`config.mk`:
```
export PLATFORM = sky130hd
export DESIGN_NAME = skinny_sbox8_share_encoder
export DESIGN_NICKNAME = d
export VERILOG_FILES = /design/src/rtl/skinny_sca_pkg.sv /design/src/rtl/skinny_lfsr32_x8.sv /design/src/rtl/skinny_sbox8_share_encoder.sv
export SDC_FILE = /design/constraint.sdc
export NUM_CORES = 1
export LEC_CHECK = 0
export ABC_AREA = 1
export BUFFER_PORTS_ARGS = -buffer_cell sky130_fd_sc_hd__buf_4
export CORE_AREA = 2 2 93 95
export CTS_BUF_LIST = sky130_fd_sc_hd__clkbuf_8
export DETAILED_ROUTE_END_ITERATION = 7
export DIE_AREA = 0 0 95 97
export GPL_TIMING_DRIVEN = 0
export PLACE_DENSITY_LB_ADDON = 0.12
export RECOVER_POWER = 100
export SYNTH_ARGS = -nofsm -noshare
export SYNTH_HDL_FRONTEND = slang
export SYNTH_SLANG_ARGS = --single-unit
```
`constraint.sdc`:
```
create_clock -name clk -period 3.38 [get_ports clk]
set_clock_uncertainty 0.2 [all_clocks]
set_input_delay 0.338 -clock clk [delete_from_list [all_inputs] [get_ports clk]]
set_output_delay 0.338 -clock clk [all_outputs]
set_load 0.02 [all_outputs]
```
`src/rtl/skinny_sca_pkg.sv`:
```
// Shared constants and helpers for the masked SKINNY S-box datapath:
// LFSR taps, lane seed derivation and share/randomness sizing.
package skinny_sca_pkg;

    // x^32 + x^22 + x^2 + x + 1 : feedback from state bits 31, 21, 1, 0
    localparam logic [31:0] LFSR_TAPS   = 32'h8020_0003;
    localparam logic [31:0] LANE_SEED_K = 32'h9E37_79B9;

    typedef enum logic {ST_WARM, ST_RUN} enc_state_t;

    function automatic int nlanes(input int dd);
        return dd + (dd * (dd + 1)) / 2;
    endfunction

    function automatic int rwidth(input int dd);
        return 8 * ((dd * (dd + 1)) / 2);
    endfunction

    // An all-zero LFSR would lock up, so a zero seed is forced to 1.
    function automatic logic [31:0] lane_seed(input logic [31:0] base, input int unsigned idx);
        logic [31:0] s;
        s = base ^ (idx * LANE_SEED_K);
        if (s == 32'h0)
            s = 32'h1;
        return s;
    endfunction

    function automatic logic [31:0] lfsr32_step8(input logic [31:0] s);
        logic [31:0] t;
        t = s;
        for (int k = 0; k < 8; k++)
            t = {t[30:0], ^(t & LFSR_TAPS)};
        return t;
    endfunction

endpackage

```
`src/rtl/skinny_lfsr32_x8.sv`:
```
// One PRNG lane: 32-bit Fibonacci LFSR advanced 8 bits per step.
// byte_next is the lane byte that becomes current if step is taken now.
module skinny_lfsr32_x8
    import skinny_sca_pkg::*;
#(
    parameter logic [31:0] RESET_SEED = 32'h1
) (
    input  logic        clk,
    input  logic        rst,
    input  logic        load,
    input  logic [31:0] load_seed,
    input  logic        step,
    output logic [7:0]  byte_next
);

    logic [31:0] state_reg;
    logic [31:0] state_next;

    assign state_next = lfsr32_step8(state_reg);
    assign byte_next  = state_next[7:0];

    always_ff @(posedge clk or posedge rst) begin
        if (rst)
            state_reg <= RESET_SEED;
        else if (load)
            state_reg <= load_seed;
        else if (step)
            state_reg <= state_next;
    end

endmodule

```
`src/rtl/skinny_sbox8_share_encoder.sv`:
```
// Splits plain bytes into d+1 Boolean shares plus fresh DOM randomness.
// Optional runtime reseeding is enabled by defining SKINNY_ENC_RESEED_EN.
module skinny_sbox8_share_encoder
    import skinny_sca_pkg::*;
#(
    parameter int          d      = 1,
    parameter logic [31:0] SEED   = 32'hACE12468,
    parameter int          WARMUP = 16
) (
    input  logic                   clk,
    input  logic                   rst,
`ifdef SKINNY_ENC_RESEED_EN
    input  logic                   seed_load,
    input  logic [31:0]            seed_in,
`endif
    input  logic                   in_valid,
    output logic                   in_ready,
    input  logic [7:0]             in_data,
    output logic                   out_valid,
    input  logic                   out_ready,
    output logic [8*(d+1)-1:0]     out_shares,
    output logic [rwidth(d)-1:0]   out_r
);

    localparam int NL = nlanes(d);
    localparam int NR = NL - d;
    localparam int CW = $clog2(WARMUP + 1);

    enc_state_t              state_reg;
    logic [CW-1:0]           warm_cnt_reg;
    logic                    out_valid_reg;
    logic [8*(d+1)-1:0]      shares_reg;
    logic [rwidth(d)-1:0]    r_reg;

    logic                    reseed;
    logic [31:0]             reseed_value;
    logic                    accept;
    logic                    lane_step;
    logic [7:0]              lane_byte [NL];
    logic [7:0]              mask_xor;
    logic [8*(d+1)-1:0]      shares_next;
    logic [rwidth(d)-1:0]    r_next;

`ifdef SKINNY_ENC_RESEED_EN
    assign reseed       = seed_load;
    assign reseed_value = seed_in;
`else
    assign reseed       = 1'b0;
    assign reseed_value = SEED;
`endif

    // Ready bypass lets a new byte enter while the current one drains.
    assign in_ready  = (state_reg == ST_RUN) && (!out_valid_reg || out_ready) && !reseed;
    assign accept    = in_valid && in_ready;
    assign lane_step = !reseed && ((state_reg == ST_WARM) || accept);

    generate
        for (genvar gi = 0; gi < NL; gi++) begin : g_lane
            skinny_lfsr32_x8 #(
                .RESET_SEED(lane_seed(SEED, gi))
            ) u_lane (
                .clk       (clk),
                .rst       (rst),
                .load      (reseed),
                .load_seed (lane_seed(reseed_value, gi)),
                .step      (lane_step),
                .byte_next (lane_byte[gi])
            );
        end
        for (genvar gi = 0; gi < d; gi++) begin : g_mask_share
            assign shares_next[8*(gi+1) +: 8] = lane_byte[gi];
        end
        for (genvar gi = 0; gi < NR; gi++) begin : g_rand
            assign r_next[8*gi +: 8] = lane_byte[d+gi];
        end
    endgenerate

    always_comb begin
        mask_xor = 8'h00;
        for (int i = 0; i < d; i++)
            mask_xor = mask_xor ^ lane_byte[i];
    end

    // in_data is only ever combined with masks before reaching a register.
    assign shares_next[7:0] = in_data ^ mask_xor;

    always_ff @(posedge clk or posedge rst) begin
        if (rst) begin
            state_reg     <= ST_WARM;
            warm_cnt_reg  <= '0;
            out_valid_reg <= 1'b0;
            shares_reg    <= '0;
            r_reg         <= '0;
        end else if (reseed) begin
            state_reg     <= ST_WARM;
            warm_cnt_reg  <= '0;
            out_valid_reg <= 1'b0;
        end else begin
            case (state_reg)
                ST_WARM: begin
                    if (warm_cnt_reg == CW'(WARMUP - 1)) begin
                        state_reg    <= ST_RUN;
                        warm_cnt_reg <= '0;
                    end else begin
                        warm_cnt_reg <= warm_cnt_reg + 1'b1;
                    end
                end
                ST_RUN: begin
                    if (accept) begin
                        out_valid_reg <= 1'b1;
                        shares_reg    <= shares_next;
                        r_reg         <= r_next;
                    end else if (out_ready) begin
                        out_valid_reg <= 1'b0;
                    end
                end
                default: state_reg <= ST_WARM;
            endcase
        end
    end

    assign out_valid  = out_valid_reg;
    assign out_shares = shares_reg;
    assign out_r      = r_reg;

endmodule

```
==> impl_metrics.toml <==
[pwr]
power.share.switching_pct = 46.56
p_clk_share_pct = 13.8
combinationalPowerShare_pct = 49.4
power.density_mw_per_mm2 = 1107
power_frac_seq_pct = 36.8
vdd_drop_max_uv = 526.9
leakagePower_nw = 2.489
power.total_mw = 5.502
p_int_mw = 2.940
p_switching_mw = 2.562

[global_routing]
antenna_found_initial = 0
grt_pass1_vias = 3453
grt_usage_pct = 23.22
grt_overflow = 0
grt_max_degree = 69
grt_pass1_wl_um = 16540

[worst_setup_path]
critical_path.cell_chain = "nand2_1 > o21ai_0 > nand2_1 > inv_1 > nor2_1 > buf_6 > clkbuf_1 > o21ai_0"
worst-path-max-fanout = 10
slowest_delay_ns = 0.43
crit_family = "buffers and inverters"
crit_required_ns = 3.40
cp_num_buf_inv = 3
cp-start-kind = "register"
worstSetupPathType = "register to register"
arrival_ns = 2.55
end_kind = "register"
slowest_stage = "dfrtp_1"

[synth]
synth_compound_area_share_pct = 6.610
yosysSeqAreaShare_pct = 54.29
synth_cell_types = 24
synth_warnings = 0
synthCells = 534
synth_area_mm2 = 0.004448
synth_top_family_by_area = "simple AND/OR/NAND/NOR gates"
synthXorXnorAreaFrac_pct = 6.610
syn-mean-instance-area_um2 = 8.330
synth_seq_cells = 95
synthTopCellsByArea = "dfrtp_1 37%, nand2_1 20%, dfstp_2 18%"
muxShareOfSynthArea_pct = 0
synthAdderAreaFrac_pct = 0.2813
synth_top_cell_area_share_pct = 36.57
yosys.area_share.simple_pct = 26.89
postSynthNetCount = 547
synth_top_area_cell = "dfrtp_1"

[cells_and_area]
multiInputGateArea_mm2 = 0.001770
fin_cells = 694
nFillCells = 746
area_growth_pct = 11.73
largest_reg_flops = 64
fin_nets = 597
drive_above_1_share_pct = 14.09
antenna_cells = 0
ff_latch_area_mm2 = 0.002415

[cts]
cts_max_path_buffers = 2
cts_htree_levels = 3
cts-root-buf = "clkbuf_8"
cts-buffers-inserted = 9
cts_tree = "yes"
clkTransAtPathRegs_ns = 0.10
cts_setup_buffers = 0
clkSinkCount = 95
clk_latency_ns = 0.36

[sta]
fin_ws_ns = 0.8510
slew-limit-headroom_pct = 16.37
finalSetupTns_ns = 0
hold_viol = 0
rsz0062_at_grt = "false"
setup_viol = 0
finalCritPeriodShare_pct = 74.82
min_period_ns = 2.529
max_freq_mhz = 395.4
tightest_slew_ns = 1.248
whs_ns = 0.06141
drv_slew = 0

[drt]
dr.first_iter.drc_count = 249
drc_errors = 0
drtPass1Iterations = 4
ant_nets = 0
wire_per_inst_um = 14.37
vias = 3530
routed_wl_um = 9975
via_per_inst = 5.086

[floorplan]
rows = 33
start_util_pct = 54.68
die-area_mm2 = 0.009215
die_w_um = 95
die_h_um = 97
core_mm2 = 0.008134
pin_count = 38

[place]
place_inst = 677
io_buffer_count = 37
place_ws_ns = 1.277
dp.final_hpwl_um = 7346
gp_congestion = 0.8602

[min_path]
hp-class = "primary input to register"

[run]
cap_violations = 0

[status]
outcome = "completed"
==> cells in the mapped netlist <==
cell      instances
nor2_1            5
xor2_1           17
buf_6             1
a21oi_1           2
inv_2             8
nand4_1           2
buf_2             9
dfstp_2          30
nand2_2          12
nor2_2            1
ha_1              1
xnor2_1          11
nand3_2           3
clkbuf_1          6
nand3b_1          2
nand2_1         238
nand3_1          29
xnor2_2           3
dfrtp_1          65
o21ai_0          48
buf_4             1
inv_1            32
o21ai_1           7
o21ai_2           1
==> repair_timing <==
item / 4_1_cts / 5_1_grt
hold buffers: 1 / 0
resized for setup: 0 / 0
endpoints found under the hold margin: 14 / 0
==> metal layers <==
metal | GRT usage [%] | wire length [um] | up-vias
li1 | - | - | 1770
met1 | 32.35 | 4697 | 1692
met2 | 37.21 | 4791 | 55
met3 | 3.505 | 301 | 13
met4 | 7.581 | 185 | 0
met5 | 0 | 0 | -
==> final cells by class <==
cell class / count / area share [%]
Multi-Input combinational cell: 382 / 35.62
Clock buffer: 9 / 2.492
Timing Repair Buffer: 39 / 4.381
Clock inverter: 7 / 1.561
Inverter: 40 / 3.046
Buffer: 17 / 1.662
Tap cell: 105 / 2.644
Sequential cell: 95 / 48.59
==> final timing paths <==
kind | start | end | slack [ns] | cells after the start
worst max register to register | state_reg | g_lane[0].u_lane.state_reg[7] | 0.85 | 8
worst min-delay path | in_data[2] | out_shares[2] | 0.06 | 3
max in group asynchronous | rst | g_lane[0].u_lane.state_reg[16] | 1.50 | 4
worst max-delay path | state_reg | g_lane[0].u_lane.state_reg[7] | 0.85 | 8
min in group asynchronous | rst | g_lane[1].u_lane.state_reg[19] | 0.60 | 3
worst min register to register | g_lane[1].u_lane.state_reg[10] | g_lane[1].u_lane.state_reg[18] | 0.27 | 2
==> power groups by stage <==
stage               Combinational [mW]  Clock [mW]  Sequential, mW
finish                            2.72       0.760            2.02
global route                      3.09       0.824            2.09
CTS                               2.91       0.779            2.03
detailed placement                2.91           0            2.05
global placement                  2.81           0            2.03
floorplan                         1.94           0            2.15
==> worst min-delay path: stages <==
cell	delay [ns]
buf_4	0.08
xnor2_1	0.10
o21ai_0	0.07
==> metrics by stage <==
step           cell area (um^2)  utilization, %
2_1_floorplan              4448               -
3_3_place_gp               4857           59.71
3_5_place_dp               4887           60.08
4_1_cts                    5099           62.68
5_1_grt                    4970           61.10
6_report                   4970           61.10
==> cell families (layout without fill, tap and decap cells) <==
group	Yosys count	after routing
and+or+nand+nor	292	292
AOI/OAI and AO/OA	58	58
buffers and inverters	57	112
xor gates and xnor gates	31	31
adders and majority gates	1	1
DFF	95	95
==> cells in the final DEF, fill, tap and decap left out, drive strengths merged, types with 6 or more instances in the layout <==
master	instances
buf	19
dfrtp	65
o21ai	56
dfstp	30
inv	42
nand2	250
xor2	17
xnor2	14
nand3	32
clkbuf	45
nor2	6
(Power assumes the default switching activity.)
